<file path="src/rtl/program_sequencer.sv">
// Multi-cycle fetch/execute/load-wait sequencer. It owns the program counter,
// qualifies the decoder's write controls into strobes, and runs the req/done handshake.
module program_sequencer #(
  parameter int              PC_W       = 10,
  parameter logic [PC_W-1:0] START_ADDR = '0,
  parameter int              CT_W       = 16
) (
  input  logic            clk,
  input  logic            reset,
  input  logic            req,
  input  logic            halt,
  input  logic            Branch,
  input  logic            MemtoReg,
  input  logic            MemWrite,
  input  logic            RegWrite,
  input  logic            cond,
  input  logic [PC_W-1:0] target,
  output logic [PC_W-1:0] prog_ctr,
  output logic            fetch_en,
  output logic            reg_we,
  output logic            mem_we,
  output logic            mem_re,
  output logic            busy,
  output logic            done,
  output logic [CT_W-1:0] cycle_ct
);

  typedef enum logic [2:0] {
    IDLE    = 3'd0,
    FETCH   = 3'd1,
    EXEC    = 3'd2,
    MEMWAIT = 3'd3,
    DONE    = 3'd4
  } state_t;

  state_t          state_q, state_d;
  logic [PC_W-1:0] pc_q, pc_d;
  logic [CT_W-1:0] ct_q, ct_d;

  always_ff @(posedge clk or negedge reset) begin
    if (!reset) begin
      state_q <= IDLE;
      pc_q    <= '0;
      ct_q    <= '0;
    end else begin
      state_q <= state_d;
      pc_q    <= pc_d;
      ct_q    <= ct_d;
    end
  end

  always_comb begin
    state_d  = state_q;
    pc_d     = pc_q;
    ct_d     = ct_q;
    fetch_en = 1'b0;
    reg_we   = 1'b0;
    mem_we   = 1'b0;
    mem_re   = 1'b0;
    done     = 1'b0;
    busy     = (state_q == FETCH) || (state_q == EXEC) || (state_q == MEMWAIT);

    // The cycle counter saturates so that long runs never alias to small counts.
    if (busy && (ct_q != '1)) ct_d = ct_q + 1'b1;

    case (state_q)
      IDLE: begin
        if (req) begin
          state_d = FETCH;
          pc_d    = START_ADDR;
          ct_d    = '0;
        end
      end
      FETCH: begin
        fetch_en = 1'b1;
        state_d  = EXEC;
      end
      EXEC: begin
        if (halt) begin
          state_d = DONE;
        end else if (MemtoReg) begin
          // A load wins over a store; the write-back happens in MEMWAIT.
          mem_re  = 1'b1;
          state_d = MEMWAIT;
        end else begin
          reg_we  = RegWrite;
          mem_we  = MemWrite;
          pc_d    = (Branch && cond) ? target : pc_q + 1'b1;
          state_d = FETCH;
        end
      end
      MEMWAIT: begin
        reg_we  = 1'b1;
        pc_d    = pc_q + 1'b1;
        state_d = FETCH;
      end
      DONE: begin
        done = 1'b1;
        if (!req) state_d = IDLE;
      end
      default: state_d = IDLE;
    endcase
  end

  assign prog_ctr = pc_q;
  assign cycle_ct = ct_q;

endmodule

</file>
<file path="config.mk">
export PLATFORM = sky130hd
export DESIGN_NAME = program_sequencer
export DESIGN_NICKNAME = d
export VERILOG_FILES = /design/src/rtl/program_sequencer.sv
export SDC_FILE = /design/constraint.sdc
export NUM_CORES = 1
export LEC_CHECK = 0
export ABC_AREA = 1
export CAP_MARGIN = 20
export CORE_UTILIZATION = 49
export DETAILED_ROUTE_END_ITERATION = 7
export PLACE_DENSITY = 0.81
export SLEW_MARGIN = 15
export SYNTH_ARGS = -nofsm -noshare
export SYNTH_HDL_FRONTEND = slang
export SYNTH_SLANG_ARGS = --single-unit
export TNS_END_PERCENT = 100
</file>
<file path="constraint.sdc">
create_clock -name clk -period 1.8 [get_ports clk]
set_input_delay 0.45 -clock clk [delete_from_list [all_inputs] [get_ports clk]]
set_output_delay 0.45 -clock clk [all_outputs]
set_load 0.01 [all_outputs]
</file>
==> summary.md <==
| Metric | Value |
|---|---|
| Outcome | `finished, final reports clean` |
| Worst path required time | `1.35 ns` |
| Count of unresolved DRC violations after routing | `0` |
| Count of fill cells added during filler insertion | `283` |
| TritonCTS clock tree | `done` |
| Number of antenna violations at the first check in global routing | `0` |
| Hold WS | `0.538 ns` |
| Worst path bufs/invs | `1` |
| IO Count | `slightly above 50` |
| Core ar. | `3720 um2` |
| Horizontal die dimension | `64.8 um` |
| Maximum VDD drop | `0.000864 V` |
| First-pass GRT wire length | `8210 um` |
| Maximum number of pins on one net before global-route repair | `30` |
| Summed instance area of the synthesized netlist | `1930 um2` |
| TritonRoute pass-1 iters | `5` |
| Vertical die dimension | `64.8 um` |
| Met2 wirelength from detailed routing | `2470 um` |
| Critical Path Fanout Max | `3` |
| Cell with the biggest individual delay on the critical path | `dfrtp_1` |
| Worst slew pin tran | `0.498 ns` |
| Share of Yosys cell area claimed by the top area cell type | `37.5%` |
| Clock latency of the later-clocked register in the worst-skew pair | `roughly 0.3 ns` |
| Critical path, cell by cell | `nor2_4, nand2_2, nor2_4, nand2_1, nor2_1, buf_2` |
| Via count of the first global-routing pass | `1,954` |
| Footprint of the multi-input gates | `about 1100 um2` |
| Critical path arrival | `1.34 ns` |
| Share of the yosys chip area belonging to registers | `between 30% and 40%` |
| Total number of yosys warnings | `0` |
| Largest cells by area after synthesis | `dfrtp_1 38%, nand2_1 19%, nor2_1 9.7%` |
| Placer Congestion | `0.863` |
| Leak | `1.49 nW` |
| Number of failing setup endpoints in the final timing report | `0` |
| Setup Slack @ Placement | `-0.420 ns` |
| Type of destination of the critical path | `output port` |
| Total number of placement rows | `22` |
| Final nets | `between 400 and 500` |
| DRT antenna net count | `0` |
| Setup repair after global routing missed its margin | `true` |
| Sinks on Clock Net | `29` |
| Startpoint type of the worst setup path | `register` |
| Shortest clock period the worst path allows after layout | `~1.8 ns` |
| Post-synthesis cell count | `about 300` |
| Setup WS post-layout | `0.0139 ns` |
| Register bit total from synthesis | `29` |
| Clock-pin transition on the worst setup and hold timing paths | `0.07 ns` |
| Count of hold-fix buffers inserted at cts | `0` |
| Fraction of final layout cells sized beyond drive strength 1 | `about a fifth` |
| Wire length on met1 | `between 2000 and 2500 um` |
| Routed vias/inst | `5.04` |
| Count of endpoints failing hold in the final timing report | `0` |
| Worst Hold Class | `primary input to asynchronous set/reset pin` |
| Sequential Area | `roughly 730 um2` |
| Sum of met3 wire segment lengths after detailed routing | `299 um` |
| TritonCTS Buffers | `5` |
| Sum of net half-perimeters after detailed placement | `about 3500 um` |
| Number of antenna repair diodes | `0` |
| Top routing layer in use | `met4` |
| Signed area change from the synthesized netlist to the final layout | `50.6%` |
| CP dominant cell by count | `nor2_4` |
| Die area | `4200 um2` |
| Start-to-end type of the worst setup path | `register to output port` |
| Total global routing track utilization | `25.5%` |
| Maximum clock insertion buffer count | `2` |
| Total grt overflow | `0` |
| H-tree depth | `2` |
| Areal power density over the cells | `1250 nW/um2` |
| Achievable Freq | `0.560 GHz` |
| Final period util | `between 90 and 100%` |
| Wirelength, routed | `5050 um` |
| Via total after detailed routing | `2,218` |
| Cell type contributing the most total cell area after synthesis | `dfrtp_1` |
| Root buffer cell | `clkbuf_8` |
| Critical Path Max Stage Delay | `0.41 ns` |
| Synthesized area divided by synthesized cell count | `about 6.5 um2` |
| Worst Clk Skew | `0.00900 ns` |
| Headroom to the max-slew limit | `66.7%` |
| Category of cells accounting for the largest share of critical-path delay | `simple AND/OR/NAND/NOR gates` |
| Violation count after the first detailed-route iteration | `171` |
| IO buf count | `50` |
| Initial core utilization | `52.0%` |
| Number of distinct library cell variants in the gate-level netlist after synthesis | `32` |
| Max-cap viol count | `0` |
| Post-synthesis net count | `319` |
| Wire length per cell after detailed routing | `11.5 um` |
| Final Slew Violations | `0` |
[kinds of logic after synthesis]
family,Yosys count,share of synthesized area [%]
AOI/OAI and AO/OA,41,13.0
xor gates and xnor gates,1,0.453
and+or+nand+nor,176,37.2
DFF,29,37.5
adders and majority gates,2,1.29
buffers and inverters,49,10.5
[routing by layer]
| layer | up-vias | GRT usage [%] |
|---|---|---|
| met4 | 0 | 10.8 |
| met5 | - | 0 |
| li1 | 1108 | - |
| met3 | 10 | 5.28 |
| met1 | 1018 | 29.3 |
| met2 | 82 | 45.2 |
[sequential cells by signal (all words and copies together) (netlist names)]
name      count
state_q       3
prog_ctr     10
cycle_ct     16
[what timing repair did]
item                       4_1_cts  5_1_grt
gates resized for setup         14       21
setup buffers                    0        1
gates cloned                     0        1
pin swaps                        0        4
setup endpoints to repair       14       14
[through the flow]
stage | area [um2] | TNS, ns | util (%) | power [mW] | std cells
after global placement | 2740 | -1.42 | 73.8 | 2.74 | 430
after floorplan | 1930 | 0 | - | 1.90 | 298
after CTS | 2870 | -0.271 | 77.3 | 3.53 | 438
final | 2910 | 0 | 78.3 | 3.64 | 440
after global routing | 2910 | -0.103 | 78.3 | 3.88 | 440
after detailed placement | 2740 | -2.06 | 73.8 | 2.79 | 430
[where the power goes]
part	internal, mW	total (mW)	switching, mW
registers	0.776	0.888	0.111
clock network	0.451	0.727	0.276
logic	0.982	2.03	1.05
total	2.21	3.64	1.43
[cells in the mapped netlist (all sizes together)]
master	count
a21boi	4
a21oi	9
a22o	1
a311oi	1
and2	1
buf	4
dfrtp	29
ha	2
inv	45
nand2	100
nand3	15
nand3b	1
nand4	2
nor2	54
nor3	2
o21a	1
o21ai	23
o21bai	1
o22ai	1
or2	1
xnor2	1
[layout by cell type (no fill, tap or decap), drive strengths merged]
cell           synthesis  routed
nand3b                 1       1
dfrtp                 29      29
o21a                   1       1
o21ai                 23      23
nand4                  2       2
inv                   45      45
o21bai                 1       1
nand2                100     100
o22ai                  1       1
dlygate4sd2            0       2
a21oi                  9       9
buf                    4      42
xnor2                  1       1
clkdlybuf4s50          0      41
nor3                   2       2
a21boi                 4       4
dlymetal6s2s           0       3
a22o                   1       1
clkbuf                 0       8
ha                     2       2
nor2                  54      55
bufinv                 0       1
and2                   1       1
a311oi                 1       1
nand3                 15      15
or2                    1       1
[area by class of cell]
type                       instances  share of cell area (%)
inverter                          45                    5.80
clock buffer                       7                    2.97
clock inverter                     1                    1.03
tap                               48                    2.06
multi-input combinational        221                    36.3
timing repair buffer              89                    26.9
sequential                        29                    24.9
[path summary, 6_finish.rpt]
check	slack, ns	depth (start not counted)	start	to
worst max-delay path	0.01	6	state_q[2]	mem_we
worst min register to register	0.55	2	prog_ctr[9]	prog_ctr[9]
max in group asynchronous	0.96	2	reset	state_q[0]
worst min-delay path	0.54	2	reset	cycle_ct[4]
worst max register to register	0.10	9	cycle_ct[0]	cycle_ct[13]
min in group clk	0.55	2	prog_ctr[9]	prog_ctr[9]
Power figures use the tool's default switching activity.
